<file path="config.mk">
export PLATFORM = sky130hd
export DESIGN_NAME = fetch_unit_flat
export DESIGN_NICKNAME = d
export VERILOG_FILES = /design/src/rtl/fetch_unit_if.sv /design/src/rtl/fetch_unit.sv /design/src/flat_wrapper.sv
export SDC_FILE = /design/constraint.sdc
export NUM_CORES = 1
export LEC_CHECK = 0
export BUFFER_PORTS_ARGS = -buffer_cell sky130_fd_sc_hd__buf_2
export CAP_MARGIN = 20
export CORE_MARGIN = 3
export CORE_UTILIZATION = 51
export CTS_BUF_LIST = sky130_fd_sc_hd__clkbuf_4
export DETAILED_ROUTE_END_ITERATION = 7
export HOLD_SLACK_MARGIN = 0.12
export PLACE_DENSITY = 0.8
export SYNTH_ARGS = -nofsm -noshare
export SYNTH_HDL_FRONTEND = slang
export SYNTH_SLANG_ARGS = --single-unit
</file>
<file path="constraint.sdc">
create_clock -name clk -period 6.33 [get_ports clk]
set_clock_uncertainty 0.05 [all_clocks]
set_input_delay 0.9495 -clock clk [delete_from_list [all_inputs] [get_ports clk]]
set_output_delay 0.9495 -clock clk [all_outputs]
set_load 0.05 [all_outputs]
</file>
<file path="src/rtl/fetch_unit_if.sv">
// Signal bundle around the fetch unit: instruction-memory request/response,
// pipeline redirect, and the decoded-instruction handshake toward control.
interface fetch_unit_if;
  logic        imem_req_valid;
  logic        imem_req_ready;
  logic [31:0] imem_req_addr;
  logic        imem_rsp_valid;
  logic [31:0] imem_rsp_data;
  logic        redirect_valid;
  logic [31:0] redirect_pc;
  logic        out_valid;
  logic        out_ready;
  logic [31:0] out_pc;
  logic [31:0] out_instr;
  logic        is_alu_reg;
  logic        is_alu_imm;
  logic        is_branch;
  logic        is_jal;
  logic        is_jalr;
  logic        is_lui;
  logic        is_auipc;
  logic        is_load;
  logic        is_store;
  logic        is_system;
  logic        is_illegal;

  modport master (
    output imem_req_valid, imem_req_addr,
    input  imem_req_ready, imem_rsp_valid, imem_rsp_data,
    input  redirect_valid, redirect_pc,
    output out_valid, out_pc, out_instr,
    output is_alu_reg, is_alu_imm, is_branch, is_jal, is_jalr, is_lui,
    output is_auipc, is_load, is_store, is_system, is_illegal,
    input  out_ready
  );

  modport slave (
    input  imem_req_valid, imem_req_addr,
    output imem_req_ready, imem_rsp_valid, imem_rsp_data,
    output redirect_valid, redirect_pc,
    input  out_valid, out_pc, out_instr,
    input  is_alu_reg, is_alu_imm, is_branch, is_jal, is_jalr, is_lui,
    input  is_auipc, is_load, is_store, is_system, is_illegal,
    output out_ready
  );
endinterface

</file>
<file path="src/rtl/fetch_unit.sv">
// Instruction fetch stage: owns the PC, keeps one memory request in flight,
// buffers decoded words in a small FIFO and supports redirect with flush.
//
// state  | meaning
// S_IDLE | no request outstanding; may issue when buffer has room
// S_WAIT | one request outstanding; its response will be enqueued
// S_DROP | one request outstanding from before a redirect; response discarded
module fetch_unit #(
  parameter logic [31:0] RESET_PC = 32'h0000_0000,
  parameter int          DEPTH    = 2
) (
  input  logic         clk,
  input  logic         rst_n,
  fetch_unit_if.master bus
);
  localparam int AW = $clog2(DEPTH);
  localparam int CW = AW + 1;
  localparam logic [CW-1:0] DEPTH_C = CW'(DEPTH);

  localparam int F_ALU_REG = 0;
  localparam int F_ALU_IMM = 1;
  localparam int F_BRANCH  = 2;
  localparam int F_JAL     = 3;
  localparam int F_JALR    = 4;
  localparam int F_LUI     = 5;
  localparam int F_AUIPC   = 6;
  localparam int F_LOAD    = 7;
  localparam int F_STORE   = 8;
  localparam int F_SYSTEM  = 9;
  localparam int F_ILLEGAL = 10;
  localparam int NF        = 11;

  typedef enum logic [1:0] {
    S_IDLE = 2'd0,
    S_WAIT = 2'd1,
    S_DROP = 2'd2
  } state_t;

  state_t state, state_nxt;

  logic          run;
  logic [31:0]   fetch_pc;
  logic [31:0]   req_pc;
  logic [AW-1:0] wr_ptr;
  logic [AW-1:0] rd_ptr;
  logic [CW-1:0] count;

  logic [31:0]   pc_mem    [DEPTH];
  logic [31:0]   instr_mem [DEPTH];
  logic [NF-1:0] flag_mem  [DEPTH];

  logic          can_issue;
  logic          req_fire;
  logic          push;
  logic          pop;
  logic          head_valid;
  logic [NF-1:0] head_flags;

  function automatic logic [NF-1:0] decode(input logic [31:0] instr);
    logic [NF-1:0] f;
    f = '0;
    case (instr[6:0])
      7'b0110011: f[F_ALU_REG] = 1'b1;
      7'b0010011: f[F_ALU_IMM] = 1'b1;
      7'b1100011: f[F_BRANCH]  = 1'b1;
      7'b1101111: f[F_JAL]     = 1'b1;
      7'b1100111: begin
        if (instr[14:12] == 3'b000) f[F_JALR] = 1'b1;
        else                        f[F_ILLEGAL] = 1'b1;
      end
      7'b0110111: f[F_LUI]     = 1'b1;
      7'b0010111: f[F_AUIPC]   = 1'b1;
      7'b0000011: f[F_LOAD]    = 1'b1;
      7'b0100011: f[F_STORE]   = 1'b1;
      7'b1110011: f[F_SYSTEM]  = 1'b1;
      default:    f[F_ILLEGAL] = 1'b1;
    endcase
    return f;
  endfunction

  always_ff @(posedge clk or negedge rst_n) begin
    if (!rst_n) state <= S_IDLE;
    else        state <= state_nxt;
  end

  // Redirect never aborts the outstanding request on the bus; it only turns
  // the pending response into one that must be thrown away.
  always_comb begin
    state_nxt = state;
    case (state)
      S_IDLE: begin
        if (req_fire) state_nxt = S_WAIT;
      end
      S_WAIT: begin
        if (bus.imem_rsp_valid)      state_nxt = S_IDLE;
        else if (bus.redirect_valid) state_nxt = S_DROP;
      end
      S_DROP: begin
        if (bus.imem_rsp_valid) state_nxt = S_IDLE;
      end
      default: state_nxt = S_IDLE;
    endcase
  end

  always_comb begin
    can_issue  = run && (state == S_IDLE) && (count < DEPTH_C) && !bus.redirect_valid;
    req_fire   = can_issue && bus.imem_req_ready;
    push       = bus.imem_rsp_valid && (state == S_WAIT) && !bus.redirect_valid;
    head_valid = (count != '0);
    pop        = head_valid && bus.out_ready && !bus.redirect_valid;

    bus.imem_req_valid = can_issue;
    bus.imem_req_addr  = fetch_pc;
    bus.out_valid      = head_valid;
    bus.out_pc         = head_valid ? pc_mem[rd_ptr]    : '0;
    bus.out_instr      = head_valid ? instr_mem[rd_ptr] : '0;
    head_flags         = head_valid ? flag_mem[rd_ptr]  : '0;
  end

  assign bus.is_alu_reg = head_flags[F_ALU_REG];
  assign bus.is_alu_imm = head_flags[F_ALU_IMM];
  assign bus.is_branch  = head_flags[F_BRANCH];
  assign bus.is_jal     = head_flags[F_JAL];
  assign bus.is_jalr    = head_flags[F_JALR];
  assign bus.is_lui     = head_flags[F_LUI];
  assign bus.is_auipc   = head_flags[F_AUIPC];
  assign bus.is_load    = head_flags[F_LOAD];
  assign bus.is_store   = head_flags[F_STORE];
  assign bus.is_system  = head_flags[F_SYSTEM];
  assign bus.is_illegal = head_flags[F_ILLEGAL];

  // run holds issue off until the first edge after reset release.
  always_ff @(posedge clk or negedge rst_n) begin
    if (!rst_n) begin
      run      <= 1'b0;
      fetch_pc <= RESET_PC;
      req_pc   <= RESET_PC;
      wr_ptr   <= '0;
      rd_ptr   <= '0;
      count    <= '0;
    end else begin
      run <= 1'b1;
      if (bus.redirect_valid) begin
        fetch_pc <= bus.redirect_pc & 32'hFFFF_FFFC;
        wr_ptr   <= '0;
        rd_ptr   <= '0;
        count    <= '0;
      end else begin
        if (req_fire) begin
          req_pc   <= fetch_pc;
          fetch_pc <= fetch_pc + 32'd4;
        end
        if (push) wr_ptr <= wr_ptr + AW'(1);
        if (pop)  rd_ptr <= rd_ptr + AW'(1);
        case ({push, pop})
          2'b10:   count <= count + CW'(1);
          2'b01:   count <= count - CW'(1);
          default: count <= count;
        endcase
      end
    end
  end

  // Entry storage needs no reset: it is only visible while count is non-zero.
  always_ff @(posedge clk) begin
    if (push) begin
      pc_mem[wr_ptr]    <= req_pc;
      instr_mem[wr_ptr] <= bus.imem_rsp_data;
      flag_mem[wr_ptr]  <= decode(bus.imem_rsp_data);
    end
  end
endmodule

</file>
<file path="src/flat_wrapper.sv">
// flat-port wrapper written by rule: the top's interface ports become plain ports
module fetch_unit_flat 
#(
  parameter logic [31:0] RESET_PC = 32'h0000_0000,
  parameter int          DEPTH    = 2
)
  (clk, rst_n, bus_imem_req_valid, bus_imem_req_addr, bus_imem_req_ready, bus_imem_rsp_valid, bus_imem_rsp_data, bus_redirect_valid, bus_redirect_pc, bus_out_valid, bus_out_pc, bus_out_instr, bus_is_alu_reg, bus_is_alu_imm, bus_is_branch, bus_is_jal, bus_is_jalr, bus_is_lui, bus_is_auipc, bus_is_load, bus_is_store, bus_is_system, bus_is_illegal, bus_out_ready);
  fetch_unit_if bus_i ();
  input  logic clk;
  input  logic rst_n;
  output wire logic [$bits(bus_i.imem_req_valid)-1:0] bus_imem_req_valid;
  output wire logic [$bits(bus_i.imem_req_addr)-1:0] bus_imem_req_addr;
  input wire logic [$bits(bus_i.imem_req_ready)-1:0] bus_imem_req_ready;
  input wire logic [$bits(bus_i.imem_rsp_valid)-1:0] bus_imem_rsp_valid;
  input wire logic [$bits(bus_i.imem_rsp_data)-1:0] bus_imem_rsp_data;
  input wire logic [$bits(bus_i.redirect_valid)-1:0] bus_redirect_valid;
  input wire logic [$bits(bus_i.redirect_pc)-1:0] bus_redirect_pc;
  output wire logic [$bits(bus_i.out_valid)-1:0] bus_out_valid;
  output wire logic [$bits(bus_i.out_pc)-1:0] bus_out_pc;
  output wire logic [$bits(bus_i.out_instr)-1:0] bus_out_instr;
  output wire logic [$bits(bus_i.is_alu_reg)-1:0] bus_is_alu_reg;
  output wire logic [$bits(bus_i.is_alu_imm)-1:0] bus_is_alu_imm;
  output wire logic [$bits(bus_i.is_branch)-1:0] bus_is_branch;
  output wire logic [$bits(bus_i.is_jal)-1:0] bus_is_jal;
  output wire logic [$bits(bus_i.is_jalr)-1:0] bus_is_jalr;
  output wire logic [$bits(bus_i.is_lui)-1:0] bus_is_lui;
  output wire logic [$bits(bus_i.is_auipc)-1:0] bus_is_auipc;
  output wire logic [$bits(bus_i.is_load)-1:0] bus_is_load;
  output wire logic [$bits(bus_i.is_store)-1:0] bus_is_store;
  output wire logic [$bits(bus_i.is_system)-1:0] bus_is_system;
  output wire logic [$bits(bus_i.is_illegal)-1:0] bus_is_illegal;
  input wire logic [$bits(bus_i.out_ready)-1:0] bus_out_ready;
  assign bus_imem_req_valid = bus_i.imem_req_valid;
  assign bus_imem_req_addr = bus_i.imem_req_addr;
  assign bus_i.imem_req_ready = bus_imem_req_ready;
  assign bus_i.imem_rsp_valid = bus_imem_rsp_valid;
  assign bus_i.imem_rsp_data = bus_imem_rsp_data;
  assign bus_i.redirect_valid = bus_redirect_valid;
  assign bus_i.redirect_pc = bus_redirect_pc;
  assign bus_out_valid = bus_i.out_valid;
  assign bus_out_pc = bus_i.out_pc;
  assign bus_out_instr = bus_i.out_instr;
  assign bus_is_alu_reg = bus_i.is_alu_reg;
  assign bus_is_alu_imm = bus_i.is_alu_imm;
  assign bus_is_branch = bus_i.is_branch;
  assign bus_is_jal = bus_i.is_jal;
  assign bus_is_jalr = bus_i.is_jalr;
  assign bus_is_lui = bus_i.is_lui;
  assign bus_is_auipc = bus_i.is_auipc;
  assign bus_is_load = bus_i.is_load;
  assign bus_is_store = bus_i.is_store;
  assign bus_is_system = bus_i.is_system;
  assign bus_is_illegal = bus_i.is_illegal;
  assign bus_i.out_ready = bus_out_ready;
  fetch_unit #(.RESET_PC(RESET_PC), .DEPTH(DEPTH)) u_core (.clk(clk), .rst_n(rst_n), .bus(bus_i));
endmodule
</file>
==> impl_metrics.yaml <==
power:
  clkPwrFrac_pct: 34.1
  ir_drop_v: 0.000165
  total_leakage_power_nw: 4.30
  combPwrFrac_pct: 10.4
  swShare_pct: 27.1
  powerDensity_mw_per_mm2: 283
  power_frac_seq_pct: 55.4
  p_int_mw: 2.19
  total_power_mw: 3.00
  netSwitchingPower_mw: 0.813
grt:
  grt_pass1_wl_um: 30600
  grt_antenna_before_repair: 0
  grt_pass1_vias: 6140
  track_usage_pct: 19.2
  grt_use_met1_pct: 26.2
  overflow: 0
  grt-busiest-layer: "met2"
  gr-usage-met2_pct: 30.9
  met3_usage_pct: 4.77
  grt_max_degree: 74
route:
  drcViolationCount: 0
  drtAntennaViolNets: 0
  avgRoutedWirePerCell_um: 15.8
  via_per_inst: 5.38
  vias: 6303
  dr.pass1.iters: 5
  drt_iter0_drc: 320
  finalWirelength_um: 18500
critical_path:
  criticalPathCategory: "reg2out"
  crit_path_end_kind: "output pin"
  crit_required_ps: 5330
  slowest_delay_ps: 890
  cp.arrival_ps: 2770
  cp-startpoint: "u_core.rd_ptr"
  worstPathCellList: "buf_4, mux2i_1, nor2_1, buf_2"
  rr_startpoint: "u_core.count[1]"
  start_kind: "flip-flop"
  crit_slowest_cell: "dfrtp_4"
  critPathMaxFanout: 41
sta:
  hold_viol: 0
  setup_viol: 0
  fmax_mhz: 265
  finalCriticalPeriod_ps: 3770
  final.setup.worst_slack_ps: 2560
  worstMarginPinSlew_ps: 1030
  rsz0062_at_grt: "false"
  slew_headroom_pct: 31.7
  finalMaxSlewViolations: 0
  fin_tns_setup_ps: 0
  fin_crit_sh_pct: 59.6
synth:
  netlist.top_cell.by_area: "edfxtp_1"
  ys_seq_area_share_pct: 67.8
  synth_top_area_share_pct: 49.0
  synth_edf_count: 146
  ys_seq_elements: 213
  async_flop_share_pct: 31.5
  synth_area_leaders: "edfxtp_1 49%, dfrtp_1 19%, mux2i_1 8.5%"
  syn_inst: 718
  synth_cell_types: 47
  syn_avg_cell_area_um2: 12.5
  synth_area_mm2: 0.00894
  synth_warnings: 0
  synth_ff_type: "edfxtp_1"
clock_tree:
  path_clk_slew_ps: 60
  post_cts_resized: 0
  insertion_delay_ps: 640
  cts_tree: "yes"
  post_cts_buffers: 0
  clk_path_buf_depth: 3
  hold_buffers: 0
  clock-root-buffer: "clkbuf_4"
  h-tree-depth: 2
  cts.sinks: 213
  numCtsBuffers: 53
finish:
  finish.utilization_pct: 62.9
  drive_above_1_share_pct: 27.5
  area_growth_pct: 18.8
  fin_nets: 986
  fin_cells: 1172
  fillers: 1332
  diodes: 0
run:
  drv_cap: 0
worst_hold_path:
  hp-start: "u_core.req_pc[30]"
  worstHoldPathType: "reg2reg"
run_status:
  status: "finished, final reports clean"
floorplan:
  start_util_pct: 53.0
  die_h_um: 138
  die_area_mm2: 0.0192
  rows: 47
  die_x_um: 138
  core_mm2: 0.0169
  io_pins: 179
placed_design:
  dp.cells: 1079
  dp_hpwl_um: 11700
  place.gp.congestion: 0.894
  dp_slack_ps: 2850
  portBuffers: 172
[power groups by stage]
| stage | logic, mW | registers, mW | clock network [mW] |
|---|---|---|---|
| 2_1_floorplan | 0.160 | 1.73 | 0 |
| 4_1_cts | 0.315 | 1.66 | 1.07 |
| 3_5_place_dp | 0.314 | 1.69 | 0 |
| 6_report | 0.313 | 1.66 | 1.02 |
| 5_1_grt | 0.343 | 1.67 | 1.15 |
| 3_3_place_gp | 0.307 | 1.68 | 0 |
[cells in the final DEF, fill, tap and decap left out, types with 9 or more instances in the layout]
master / n
buf_2: 172
clkinv_1: 25
o211ai_1: 9
dfrtp_1: 66
edfxtp_1: 146
mux2i_1: 76
clkbuf_4: 63
nand3_1: 25
o21ai_0: 24
nand2_1: 128
nor2_1: 96
o311ai_0: 12
[registers in the layout, summed over array words and instances (netlist names)]
signal                    count
u_core.bus.imem_req_addr     30
u_core.count                  2
u_core.flag_mem              22
u_core.instr_mem             64
u_core.pc_mem                60
u_core.rd_ptr                 1
u_core.req_pc                30
u_core.run                    1
u_core.state                  2
u_core.wr_ptr                 1
[per-stage QoR]
stage               hold slack [ps]  cell area [um2]
floorplan                       392             8970
global placement                399             9990
detailed placement              407             9990
CTS                             393            10600
global route                    401            10600
finish                          421            10600
[cell usage after synthesis (7+ instances only)]
master,number
mux2i_1,76
a21oi_1,8
nor3_1,9
a31oi_1,7
nor2_1,97
nand2_1,128
inv_1,7
edfxtp_1,146
o21ai_0,24
nand3_1,25
o211ai_1,9
o311ai_0,12
clkbuf_1,25
dfrtp_1,67
[critical path: cells and delay by family (launching register included)]
kind / cells / cell delay [ps]
DFF: 1 / 890
and+or+nand+nor: 1 / 160
buffers and inverters: 2 / 900
muxes: 1 / 150
[cell families after synthesis]
kind of cell | share of synthesized area, %
flip-flops | 67.8
buffers and inverters | 2.45
AND/OR/NAND/NOR | 15.5
XOR/XNOR | 0.490
adder cells (fa/ha/maj) | 0.140
multiplexers | 8.63
other | 0.0840
AO/OA/AOI/OAI | 4.99
[layout make-up]
type | count | area [um2] | share of cell area [%]
clock buffers | 63 | 473 | 4.45
clock inverters | 29 | 143 | 1.34
inverters | 7 | 26.3 | 0.247
multi-input cells | 460 | 2710 | 25.5
flip-flops and latches | 213 | 6060 | 57.1
well taps | 220 | 275 | 2.59
repair buffers | 180 | 933 | 8.79
[metal layers]
layer / part of all wire (%) / wire length, um
met1: 42 / 7690
met2: 48 / 8770
met4: 2.0 / 371
met5: 0 / 0
met3: 8.8 / 1630
[path summary, 6_finish.rpt]
path | endpoint | slack, ps | cells after the start
worst max-delay path | bus_is_illegal | 2560 | 4
worst min-delay path | u_core.pc_mem[1][30] | 420 | 0
worst max register to register | u_core.bus.imem_req_addr[31] | 3640 | 4
worst min register to register | u_core.pc_mem[1][30] | 420 | 0
max in group asynchronous | u_core.rd_ptr | 5170 | 2
min in group asynchronous | u_core.state[1] | 440 | 2
Note: power is estimated with default switching activity, not from simulation.
